## src/rtl/alu_sequencer_pkg.sv

```systemverilog
// Shared definitions for the ALU command sequencer: opcodes, FSM states,
// sticky error bit positions and the per-opcode settle-latency selector.
package alu_sequencer_pkg;

    localparam logic [3:0] OP_NOOP    = 4'd0;
    localparam logic [3:0] OP_RESET   = 4'd1;
    localparam logic [3:0] OP_PRESET  = 4'd2;
    localparam logic [3:0] OP_ILLEGAL = 4'd3;
    localparam logic [3:0] OP_ADD     = 4'd4;
    localparam logic [3:0] OP_SUB     = 4'd5;
    localparam logic [3:0] OP_MUL     = 4'd6;
    localparam logic [3:0] OP_DIV     = 4'd7;
    localparam logic [3:0] OP_MOD     = 4'd8;
    localparam logic [3:0] OP_AND     = 4'd9;
    localparam logic [3:0] OP_OR      = 4'd10;
    localparam logic [3:0] OP_XOR     = 4'd11;
    localparam logic [3:0] OP_NOT     = 4'd12;
    localparam logic [3:0] OP_NAND    = 4'd13;
    localparam logic [3:0] OP_NOR     = 4'd14;
    localparam logic [3:0] OP_XNOR    = 4'd15;

    typedef enum logic [1:0] {
        ST_IDLE = 2'd0,
        ST_EXEC = 2'd1,
        ST_DONE = 2'd2
    } state_e;

    localparam int ERR_OVF  = 0;
    localparam int ERR_DIV0 = 1;
    localparam int ERR_ILL  = 2;

    // Number of EXEC cycles the ALU inputs are held before writeback.
    function automatic logic [3:0] lat_sel(input logic [3:0] op,
                                           input logic [3:0] mul_lat,
                                           input logic [3:0] div_lat);
        logic [3:0] lat;
        case (op)
            OP_MUL:         lat = mul_lat;
            OP_DIV, OP_MOD: lat = div_lat;
            default:        lat = 4'd1;
        endcase
        return lat;
    endfunction

endpackage

```

## src/rtl/alu_sequencer.sv

```systemverilog
// Command-level controller for the 16-bit ALU datapath: accepts one command per
// handshake, holds ALU inputs for the settle time, then writes back the accumulator.
module alu_sequencer
    import alu_sequencer_pkg::*;
#(
    parameter int unsigned MUL_LAT = 2,
    parameter int unsigned DIV_LAT = 4
) (
    input  logic        clk,
    input  logic        rst,
    input  logic        cmd_valid,
    output logic        cmd_ready,
    input  logic [3:0]  cmd_op,
    input  logic [15:0] cmd_operand,
    output logic [15:0] alu_a,
    output logic [15:0] alu_b,
    output logic [3:0]  alu_op,
    input  logic [31:0] alu_result,
    input  logic        alu_ovf,
    output logic [15:0] acc,
    output logic [15:0] acc_hi,
    output logic        done,
    output logic        busy,
    output logic [2:0]  err
);

    if (MUL_LAT < 1 || MUL_LAT > 15) begin : g_mul_lat_chk
        $error("alu_sequencer: MUL_LAT must be within 1..15");
    end
    if (DIV_LAT < 1 || DIV_LAT > 15) begin : g_div_lat_chk
        $error("alu_sequencer: DIV_LAT must be within 1..15");
    end

    localparam logic [3:0] MUL_LAT_C = 4'(MUL_LAT);
    localparam logic [3:0] DIV_LAT_C = 4'(DIV_LAT);

    state_e      state_q, state_d;
    logic [3:0]  cnt_q, cnt_d;
    logic [15:0] alu_a_q, alu_a_d;
    logic [3:0]  alu_op_q, alu_op_d;
    logic [15:0] acc_q, acc_d;
    logic [15:0] acc_hi_q, acc_hi_d;
    logic [2:0]  err_q, err_d;
    logic        done_q, done_d;
    logic        busy_q, busy_d;
    logic        ready_q, ready_d;
    logic        wb_s;

    // Next-state, handshake and writeback computation.
    always_comb begin
        state_d  = state_q;
        cnt_d    = cnt_q;
        alu_a_d  = alu_a_q;
        alu_op_d = alu_op_q;
        acc_d    = acc_q;
        acc_hi_d = acc_hi_q;
        err_d    = err_q;
        done_d   = 1'b0;
        busy_d   = busy_q;
        wb_s     = 1'b0;

        case (state_q)
            ST_IDLE: begin
                if (cmd_valid) begin
                    state_d  = ST_EXEC;
                    cnt_d    = lat_sel(cmd_op, MUL_LAT_C, DIV_LAT_C);
                    alu_a_d  = cmd_operand;
                    alu_op_d = cmd_op;
                    busy_d   = 1'b1;
                end else begin
                    state_d  = ST_IDLE;
                end
            end
            ST_EXEC: begin
                cnt_d = cnt_q - 4'd1;
                if (cnt_q == 4'd1) begin
                    state_d  = ST_DONE;
                    alu_op_d = OP_NOOP;
                    done_d   = 1'b1;
                    wb_s     = 1'b1;
                end else begin
                    state_d  = ST_EXEC;
                end
            end
            ST_DONE: begin
                state_d = ST_IDLE;
                busy_d  = 1'b0;
            end
            default: begin
                state_d  = ST_IDLE;
                alu_op_d = OP_NOOP;
                busy_d   = 1'b0;
            end
        endcase

        // alu_op_q still holds the executing opcode on the writeback edge.
        if (wb_s) begin
            case (alu_op_q)
                OP_NOOP: begin
                    acc_d = acc_q;
                end
                OP_RESET: begin
                    acc_d    = 16'd0;
                    acc_hi_d = 16'd0;
                    err_d    = 3'b000;
                end
                OP_PRESET: begin
                    acc_d    = 16'hFFFF;
                    acc_hi_d = 16'd0;
                end
                OP_ILLEGAL: begin
                    err_d[ERR_ILL] = 1'b1;
                end
                OP_ADD, OP_SUB: begin
                    acc_d    = alu_result[15:0];
                    acc_hi_d = 16'd0;
                    if (alu_ovf) begin
                        err_d[ERR_OVF] = 1'b1;
                    end else begin
                        err_d[ERR_OVF] = err_q[ERR_OVF];
                    end
                end
                OP_MUL: begin
                    acc_d    = alu_result[15:0];
                    acc_hi_d = alu_result[31:16];
                end
                OP_DIV, OP_MOD: begin
                    if (alu_a_q == 16'd0) begin
                        err_d[ERR_DIV0] = 1'b1;
                    end else begin
                        acc_d    = alu_result[15:0];
                        acc_hi_d = 16'd0;
                    end
                end
                default: begin
                    acc_d    = alu_result[15:0];
                    acc_hi_d = 16'd0;
                end
            endcase
        end else begin
            wb_s = 1'b0;
        end

        ready_d = (state_d == ST_IDLE);
    end

    // State and output registers; reset aborts any command in flight.
    always_ff @(posedge clk or negedge rst) begin
        if (!rst) begin
            state_q  <= ST_IDLE;
            cnt_q    <= 4'd0;
            alu_a_q  <= 16'd0;
            alu_op_q <= 4'd0;
            acc_q    <= 16'd0;
            acc_hi_q <= 16'd0;
            err_q    <= 3'b000;
            done_q   <= 1'b0;
            busy_q   <= 1'b0;
            ready_q  <= 1'b1;
        end else begin
            state_q  <= state_d;
            cnt_q    <= cnt_d;
            alu_a_q  <= alu_a_d;
            alu_op_q <= alu_op_d;
            acc_q    <= acc_d;
            acc_hi_q <= acc_hi_d;
            err_q    <= err_d;
            done_q   <= done_d;
            busy_q   <= busy_d;
            ready_q  <= ready_d;
        end
    end

    assign cmd_ready = ready_q & rst;
    assign alu_a     = alu_a_q;
    assign alu_b     = acc_q;
    assign alu_op    = alu_op_q;
    assign acc       = acc_q;
    assign acc_hi    = acc_hi_q;
    assign done      = done_q;
    assign busy      = busy_q;
    assign err       = err_q;

endmodule

```

## config.mk

```make
export PLATFORM = sky130hd
export DESIGN_NAME = alu_sequencer
export DESIGN_NICKNAME = d
export VERILOG_FILES = /design/src/rtl/alu_sequencer_pkg.sv /design/src/rtl/alu_sequencer.sv
export SDC_FILE = /design/constraint.sdc
export NUM_CORES = 1
export LEC_CHECK = 0
export CAP_MARGIN = 20
export CORE_UTILIZATION = 43
export CTS_CLUSTER_DIAMETER = 60
export DETAILED_ROUTE_END_ITERATION = 10
export PLACE_DENSITY = 0.87
export SLEW_MARGIN = 5
export SYNTH_ARGS = -nofsm -noshare
export SYNTH_HDL_FRONTEND = slang
export SYNTH_SLANG_ARGS = --single-unit
```

## constraint.sdc

```tcl
create_clock -name clk -period 2.03 [get_ports clk]
set_clock_uncertainty 0.05 [all_clocks]
set_input_delay 0.406 -clock clk [delete_from_list [all_inputs] [get_ports clk]]
set_output_delay 0.406 -clock clk [all_outputs]
set_load 0.1 [all_outputs]
```

## Word level (Yosys, flattened, before mapping)

Index checks and enable logic that the tools add are counted.

- Add/sub/neg operators: 1
- Equal/unequal tests: 19
- Multiplexer cells: 22
- Bitwise logic cells: 4
- Reductions and logical operators: 20

Operator list:

| cell | number |
|---|---|
| $pmux 16 s4 | 1 |
| $pmux 16 s3 | 1 |
| $mux 16 | 2 |
| $eq 4x3->1 const B | 6 |
| $logic_not 16->1 | 1 |
| $mux 4 | 3 |
| $pmux 4 s3 | 1 |
| $reduce_and 3->1 | 4 |
| $ne 2x2->1 const B | 5 |
| $eq 4x1->1 const B | 2 |
| $eq 4x2->1 const B | 2 |
| $eq 4x4->1 const B | 2 |
| $pmux 1 s2 | 4 |
| $pmux 4 s2 | 1 |
| $reduce_and 2->1 | 4 |
| $reduce_bool 2->1 | 4 |
| $reduce_or 2->1 | 4 |
| $mux 1 | 6 |
| $pmux 3 s2 | 1 |
| $logic_not 2->1 | 2 |
| $logic_not 4->1 | 1 |
| $pmux 2 s2 | 1 |
| $sub 4x1->4 const B | 1 |
| $not 1->1 | 3 |
| 4 further kinds | 4 |

- Bits in registers: 64
- Input bits: 56
- Output and inout port bits: 74
- Logic and storage cells: 78

## Longest topological paths before layout

Gate-level depths: netlist of run 1.

- Depth in word-level cells: 5
- Depth in mapped cells: 7
- Mapped depth without buffers: 7

## Worst setup path before layout of run 1

No wires, ideal clock.

- Path type: register -> register
- Start point: register alu_op_q[1], in the netlist alu_op[1]
- End point: register acc_q[10], in the netlist acc[10]
- Library setup time: 0.079 ns
- Arrival: 2.111 ns
- Data required time: 1.901 ns
- Slack: -0.211 ns
- Stages on the path, launching flop included: 7
- Path buffers: 2
- Clock period less this slack: 2.241 ns
- Path through: dfrtp_1 > buf_2 > and4b_1 > a31oi_1 > o21bai_4 > buf_12 > mux2i_1

- Longest elaborated chain between the ends: 4
- Elaborated cells on any way between the ends: 12
- Those cells by class: eq/ne (6); mux (1); bitwise (1); reduce/logical (4)

Ends and longest elaborated chain:

| item | RTL line | source |
|---|---|---|
| from (decl) | alu_sequencer.sv:40 | `logic [3:0] alu_op_q, alu_op_d;` |
| from (signal assigned) | alu_sequencer.sv:164 | `alu_op_q <= alu_op_d;` |
| $eq 4x3->1 (tied with other cells) | alu_sequencer.sv:98 | `case (alu_op_q)` |
| $reduce_or 2->1 (on tied branches) | n/a |  |
| $ne 2x2->1 (no source line) or $not 1->1 (tied branches) | n/a |  |
| $reduce_and 3->1 (no source line) | n/a |  |
| to (signal assigned) | alu_sequencer.sv:154 | `acc_q <= 16'd0;` |
| to (signal assigned) | alu_sequencer.sv:165 | `acc_q <= acc_d;` |
| to (decl) | alu_sequencer.sv:41 | `logic [15:0] acc_q, acc_d;` |

Several ways; a longest one is shown, not always the timed one.
A chain may end at the register's enable or synchronous reset.

## Worst setup path after layout of run 1

- Start point: register alu_a_q[5], in the netlist alu_a[5]
- End point: register acc_q[14], in the netlist acc[14]

- Longest elaborated chain between the ends: 3

Ends and longest elaborated chain:

| item | RTL line | source |
|---|---|---|
| from (decl) | alu_sequencer.sv:39 | `logic [15:0] alu_a_q, alu_a_d;` |
| from (signal assigned) | alu_sequencer.sv:163 | `alu_a_q <= alu_a_d;` |
| $logic_not 16->1 | alu_sequencer.sv:128 | `if (alu_a_q == 16'd0) begin` |
| $ne 2x2->1 (no source line) | n/a |  |
| $reduce_and 3->1 (no source line) | n/a |  |

Every way passes these cells.

==> metrics.csv, run 1 <==
stage;metric;value;unit
run_status;status;finished clean;
placed_design;dp_hpwl;5.19;mm
cells_and_area;area_growth_syn_to_layout;45.9;%
clock_tree;clk_path_buf_depth;2;
clock_tree;cts-root-buf;clkbuf_8;
global_routing;grt_usage;20.0;%
cells_and_area;nets;456;
worst_setup_path;r2r_start;alu_a[5]$_DFFE_PN0P_;
global_routing;grt_use_met1;25.2;%
yosys;synthesis.area;3040;um^2
floorplanning;coreArea;6790;um^2
clock_tree;clock_latency;340;ps
worst_setup_path;crit_fanout;32;
routing;firstDrtPassIters;4;
yosys;synth_most_common_cell;dfrtp_1;
routing;wire_per_inst;14.4;um
worst_setup_path;cp.required;2230;ps
global_routing;busiest_layer;met2;
yosys;yosysWarnings;0;
floorplanning;die-area;7400;um^2
yosys;ys_ff_latch;64;
yosys;syn_nets;336;
clock_tree;numCtsBuffers;9;
placed_design;gp_congestion;0.745;
worst_setup_path;crit_path_max_incr_delay;420;ps
floorplanning;num_io_pins;130;
yosys;synth_enable_flop_cells;0;
cells_and_area;num-fill-cells;557;
clock_tree;cts_tree;yes;
global_routing;grt_max_degree;65;
clock_tree;htree_levels;3;
routing;vias_per_cell;4.95;
worst_setup_path;worstPathCellList;nor4_1 > nand4_1 > o21bai_4 > buf_12 > mux2i_1;
cells_and_area;drive_gt1_share;33.0;%
clock_tree;cts_hold_buf;0;
global_routing;use_met2;33.4;%
floorplanning;die_h;86.0;um
sta;hold_ws;274;ps
sta;worstMarginPinSlew;796;ps
sta;setup_viol;0;
routing;totalWireLength;7.16;mm
worst_setup_path;slowest_stage;dfrtp_2;
cells_and_area;multi_input_area;1140;um^2
floorplanning;die_x;86.0;um
yosys;async_flop_share;100;%
cells_and_area;fin_cells;499;
yosys;syn_avg_cell_area;10.9;um^2
worst_setup_path;path_class;flop to flop;
clock_tree;ctsResizeCount;0;
sta;max_freq;554;MHz
sta;rsz0062_at_grt;false;
worst_setup_path;end_kind;flop;
placed_design;port_buffers;129;
yosys;synth_largest_area_cell;dfrtp_1;
yosys;synth.distinct_cells;47;
routing;route.vias.total;2469;
worst_setup_path;worstSetupStartpointType;flop;
worst_setup_path;arrival;2000;ps
global_routing;grt_first_pass_wirelength;11.6;mm
yosys;synth_common_cells;dfrtp_1 (63), nand2_1 (28), inv_1 (22);
worst_hold_path;hold_path_class;input pin to async pin;
clock_tree;post-cts-setup-buffers;0;
global_routing;grt_pass1_vias;2436;
yosys;synthCells;278;
worst_setup_path;cp_top_family;simple AND/OR/NAND/NOR gates;
sta;fin_crit;1810;ps
worst_setup_path;path_buf_inv;1;
routing;drc_errors;0;
sta;slew_violations;0;
cells_and_area;antenna_cells;0;
flow_run;max_cap_violations;0;
routing;drtAntennaViolNets;0;
sta;fin_crit_sh;89.0;%
placed_design;dp.cells;483;
sta;hold_viol_final;0;
clock_tree;clkSlewWorstSetupHoldPaths;70;ps
sta;totalNegativeSetupSlack;0;ps
yosys;synth_ff_type;dfrtp_1;
worst_setup_path;worstSetupStartpoint;alu_a[5]$_DFFE_PN0P_;
yosys;synth_top_area_share;51.9;%
clock_tree;cts.sinks;64;
floorplanning;start_util;44.7;%
global_routing;grtUsageMet3;7.03;%
sta;slew-limit-headroom;47.0;%
cells_and_area;regArea;1620;um^2
global_routing;grt.overflow.total;0;
global_routing;antenna_found_initial;0;
floorplanning;num_rows;30;
routing;drt-initial-drc-count;80;
yosys;synth_seq_area_share;52.8;%
yosys;synth_area_leaders;dfrtp_1 (52%), mux2_2 (5.9%), mux2i_1 (5.3%), buf_4 (4.2%), a21o_1 (4.0%);
-- per-layer routing --
metal | vias to the layer above | share of wire (%)
met1 | 1199 | 42
met3 | 6 | 7.9
met5 | - | 0
li1 | 1164 | -
met2 | 100 | 49
met4 | 0 | 0.74
-- cells by family (layout without fill, tap and decap cells) --
family	count (synthesis)	count (layout)	synth area share [%]
multiplexers	33	33	11.6
AND/OR/NAND/NOR	73	73	12.4
buffers and inverters	51	176	10.0
adder cells (fa/ha/maj)	2	2	0.824
AO/OA/AOI/OAI	54	54	11.9
XOR/XNOR	1	1	0.536
flip-flops	64	64	52.8
-- placed cells by master, fill, tap and decap left out, drive strengths merged, types with 9 or more instances in the layout --
master / netlist / routed
a21oi: 20 / 20
dfrtp: 63 / 63
buf: 27 / 83
mux2: 17 / 17
mux2i: 16 / 16
clkdlybuf4s50: 0 / 54
a21o: 16 / 16
nand2: 28 / 28
o21ai: 9 / 9
clkbuf: 1 / 13
inv: 23 / 23
nor2: 20 / 20
-- final timing paths --
path                                          to  slack (ps)  cells past startpoint
min reg2reg                acc_hi[0]$_DFFE_PN0P_         430                      1
min in group clk           acc_hi[0]$_DFFE_PN0P_         430                      1
max reg2reg                  acc[14]$_DFFE_PN0P_         220                      5
max                          acc[14]$_DFFE_PN0P_         220                      5
max in group asynchronous  alu_a[13]$_DFFE_PN0P_        1100                      2
min                        acc_hi[1]$_DFFE_PN0P_         270                      2
-- registers in the layout, indices dropped and copies added, names as in the netlist --
| signal | count |
|---|---|
| err | 3 |
| state_q | 2 |
| ready_q | 1 |
| acc | 16 |
| alu_op | 4 |
| cnt_q | 4 |
| done | 1 |
| alu_a | 16 |
| busy | 1 |
| acc_hi | 16 |
-- final cells by class --
| cell class | instances | area share (%) |
|---|---|---|
| Sequential cell | 64 | 36.5 |
| Timing Repair Buffer | 137 | 28.2 |
| Multi-Input combinational cell | 163 | 25.6 |
| Clock buffer | 13 | 3.59 |
| Tap cell | 96 | 2.71 |
| Inverter | 23 | 1.95 |
| Clock inverter | 3 | 1.47 |
-- stage by stage --
step / utilization (%) / worst slack [ps] / cell area [um^2]
final: 65.2 / 224 / 4430
after global placement: 61.9 / 246 / 4210
after detailed placement: 61.9 / 176 / 4210
after CTS: 65.2 / 189 / 4430
after global routing: 65.2 / 49.5 / 4430
after floorplan: - / 1.46 / 3050
Power of run 1 is left out: the tool's default activity adds up to more than one toggle a clock period on the data nets, which glitch-free logic cannot reach.
==> run 2, diff against run 1 <==
--- a/config.mk
+++ b/config.mk
@@ -9,7 +9,7 @@
 export CORE_UTILIZATION = 43
 export CTS_CLUSTER_DIAMETER = 60
 export DETAILED_ROUTE_END_ITERATION = 10
-export PLACE_DENSITY = 0.87
+export PLACE_DENSITY = 0.81
 export SLEW_MARGIN = 5
 export SYNTH_ARGS = -nofsm -noshare
 export SYNTH_HDL_FRONTEND = slang
==> metrics.csv, run 2 (synthesis results as in run 1) <==
stage;metric;value;unit;change
worst_setup_path;rrSetupSlack;150;ps;-70 ps
routing;route.vias.total;2405;;-2.6%
worst_setup_path;path_class;flop to flop;;
placed_design;gp_congestion;0.839;;+13%
global_routing;grt.overflow.total;0;;unchanged
worst_setup_path;crit_fanout;32;;unchanged
clock_tree;cts.sinks;64;;unchanged
clock_tree;clock_latency;330;ps;about the same
routing;drc_errors;0;;unchanged
sta;max_freq;533;MHz;-3.8%
cells_and_area;area_growth_syn_to_layout;45.3;%;
cells_and_area;nets;455;;-0.22%
clock_tree;cts_tree;yes;;
routing;drt-initial-drc-count;106;;+33%
global_routing;grtUsageMet3;5.87;%;-1.2 points
sta;fin_crit_sh;92.4;%;+3.5 points
global_routing;grt_pass1_vias;2359;;-3.2%
clock_tree;ctsResizeCount;0;;unchanged
cells_and_area;final_common_cell;buf_4;;
floorplanning;start_util;44.7;%;unchanged
sta;setup_viol;0;;unchanged
global_routing;antenna_found_initial;0;;unchanged
worst_setup_path;worstPathCellList;nor4_1 > nand4_1 > o21bai_4 > buf_12 > mux2i_1;;
global_routing;grt_usage;20.3;%;+0.24 points
sta;worstMarginPinSlew;801;ps;+5.56 ps
placed_design;dp_hpwl;5.13;mm;-1.1%
worst_setup_path;crit_path_max_incr_delay;410;ps;about the same
cells_and_area;drive_gt1_share;32.8;%;-0.17 points
routing;totalWireLength;7.05;mm;-1.6%
placed_design;port_buffers;129;;unchanged
worst_setup_path;slowest_stage;dfrtp_2;;
floorplanning;coreArea;6790;um^2;unchanged
global_routing;busiest_layer;met2;;
worst_setup_path;cp.required;2230;ps;about the same
sta;slew_violations;0;;unchanged
clock_tree;clk_path_buf_depth;2;;unchanged
clock_tree;clkSlewWorstSetupHoldPaths;70;ps;about the same
floorplanning;die_h;86.0;um;unchanged
worst_setup_path;worstSetupStartpoint;alu_a[5]$_DFFE_PN0P_;;
clock_tree;cts_hold_buf;0;;unchanged
cells_and_area;final_cell_mix;buf_4 (74), clkdlybuf4s50_1 (54), dfrtp_1 (53);;
worst_setup_path;worstSetupStartpointType;flop;;
global_routing;grt_max_degree;65;;unchanged
worst_setup_path;reg2reg_to;acc[9]$_DFFE_PN0P_;;
floorplanning;num_rows;30;;unchanged
sta;rsz0062_at_grt;false;;
worst_setup_path;arrival;2080;ps;+80 ps
floorplanning;die-area;7400;um^2;unchanged
worst_setup_path;cp-endpoint;acc[9]$_DFFE_PN0P_;;
routing;wire_per_inst;14.1;um;-1.4%
flow_run;max_cap_violations;0;;unchanged
clock_tree;post-cts-setup-buffers;0;;unchanged
run_status;status;finished clean;;
worst_hold_path;hold_path_class;input pin to async pin;;
worst_setup_path;rr_worst_depth;5;;unchanged
global_routing;grt_use_met1;25.2;%;about the same
clock_tree;numCtsBuffers;9;;unchanged
worst_setup_path;r2r_start;alu_a[5]$_DFFE_PN0P_;;
routing;firstDrtPassIters;4;;unchanged
global_routing;grt_first_pass_wirelength;11.5;mm;-0.36%
worst_setup_path;end_kind;flop;;
cells_and_area;num-fill-cells;543;;-2.5%
routing;vias_per_cell;4.83;;-2.4%
sta;fin_crit;1880;ps;+70.8 ps
sta;totalNegativeSetupSlack;0;ps;unchanged
sta;slew-limit-headroom;46.6;%;-0.37 points
worst_setup_path;crit_cells;5;;unchanged
sta;hold_viol_final;0;;unchanged
worst_setup_path;path_buf_inv;1;;unchanged
routing;drtAntennaViolNets;0;;unchanged
floorplanning;die_x;86.0;um;unchanged
clock_tree;cts-root-buf;clkbuf_8;;
clock_tree;htree_levels;3;;unchanged
cells_and_area;antenna_cells;0;;unchanged
global_routing;use_met2;34.4;%;+1.0 points
worst_setup_path;cp_top_family;simple AND/OR/NAND/NOR gates;;
floorplanning;num_io_pins;130;;unchanged
[run 2: worst reg2reg max path, delay by kind of cell, from the launching register on]
| family | cells | cell delay (ps) |
|---|---|---|
| DFF | 1 | 410 |
| and+or+nand+nor | 2 | 640 |
| AOI/OAI and AO/OA | 1 | 230 |
| buffers and inverters | 1 | 220 |
| muxes | 1 | 240 |
[run 2: layout make-up]
type	instances	area, um^2	area share [%]
clock buffers	11	131	2.98
clock inverters	5	81.3	1.84
inverters	23	86.3	1.96
multi-input cells	163	1140	25.8
flip-flops and latches	64	1620	36.6
well taps	96	120	2.72
repair buffers	136	1240	28.1
[run 2: metal layers]
metal	wire [um]	up-vias
met1	3070	1145
met4	44	0
li1	-	1159
met5	0	-
met3	424	4
met2	3510	97
[run 2: how the worst min path moves through the flow]
stage | from | end | slack (ps) | cells past startpoint
2_1_floorplan | rst | acc[0]$_DFFE_PN0P_ | 60 | 0
3_3_place_gp | acc_hi[11]$_DFFE_PN0P_ | acc_hi[11]$_DFFE_PN0P_ | 410 | 1
3_5_place_dp | acc_hi[10]$_DFFE_PN0P_ | acc_hi[10]$_DFFE_PN0P_ | 420 | 1
4_1_cts | rst | state_q[0]$_DFF_PN0_ | 260 | 2
5_1_grt | rst | alu_a[10]$_DFFE_PN0P_ | 290 | 2
6_report | rst | state_q[0]$_DFF_PN0_ | 230 | 2
[run 2: through the flow]
| stage | cell area (um^2) | utilization, % | worst slack (ps) | hold slack (ps) | cells |
|---|---|---|---|---|---|
| 2_1_floorplan | 3050 | - | 1.46 | 60.4 | 278 |
| 3_3_place_gp | 4200 | 61.8 | 161 | 411 | 482 |
| 3_5_place_dp | 4200 | 61.8 | 116 | 417 | 482 |
| 4_1_cts | 4410 | 64.9 | 101 | 260 | 498 |
| 5_1_grt | 4410 | 64.9 | 4.11 | 294 | 498 |
| 6_report | 4410 | 64.9 | 153 | 230 | 498 |
Power of run 2 is left out for the same reason.
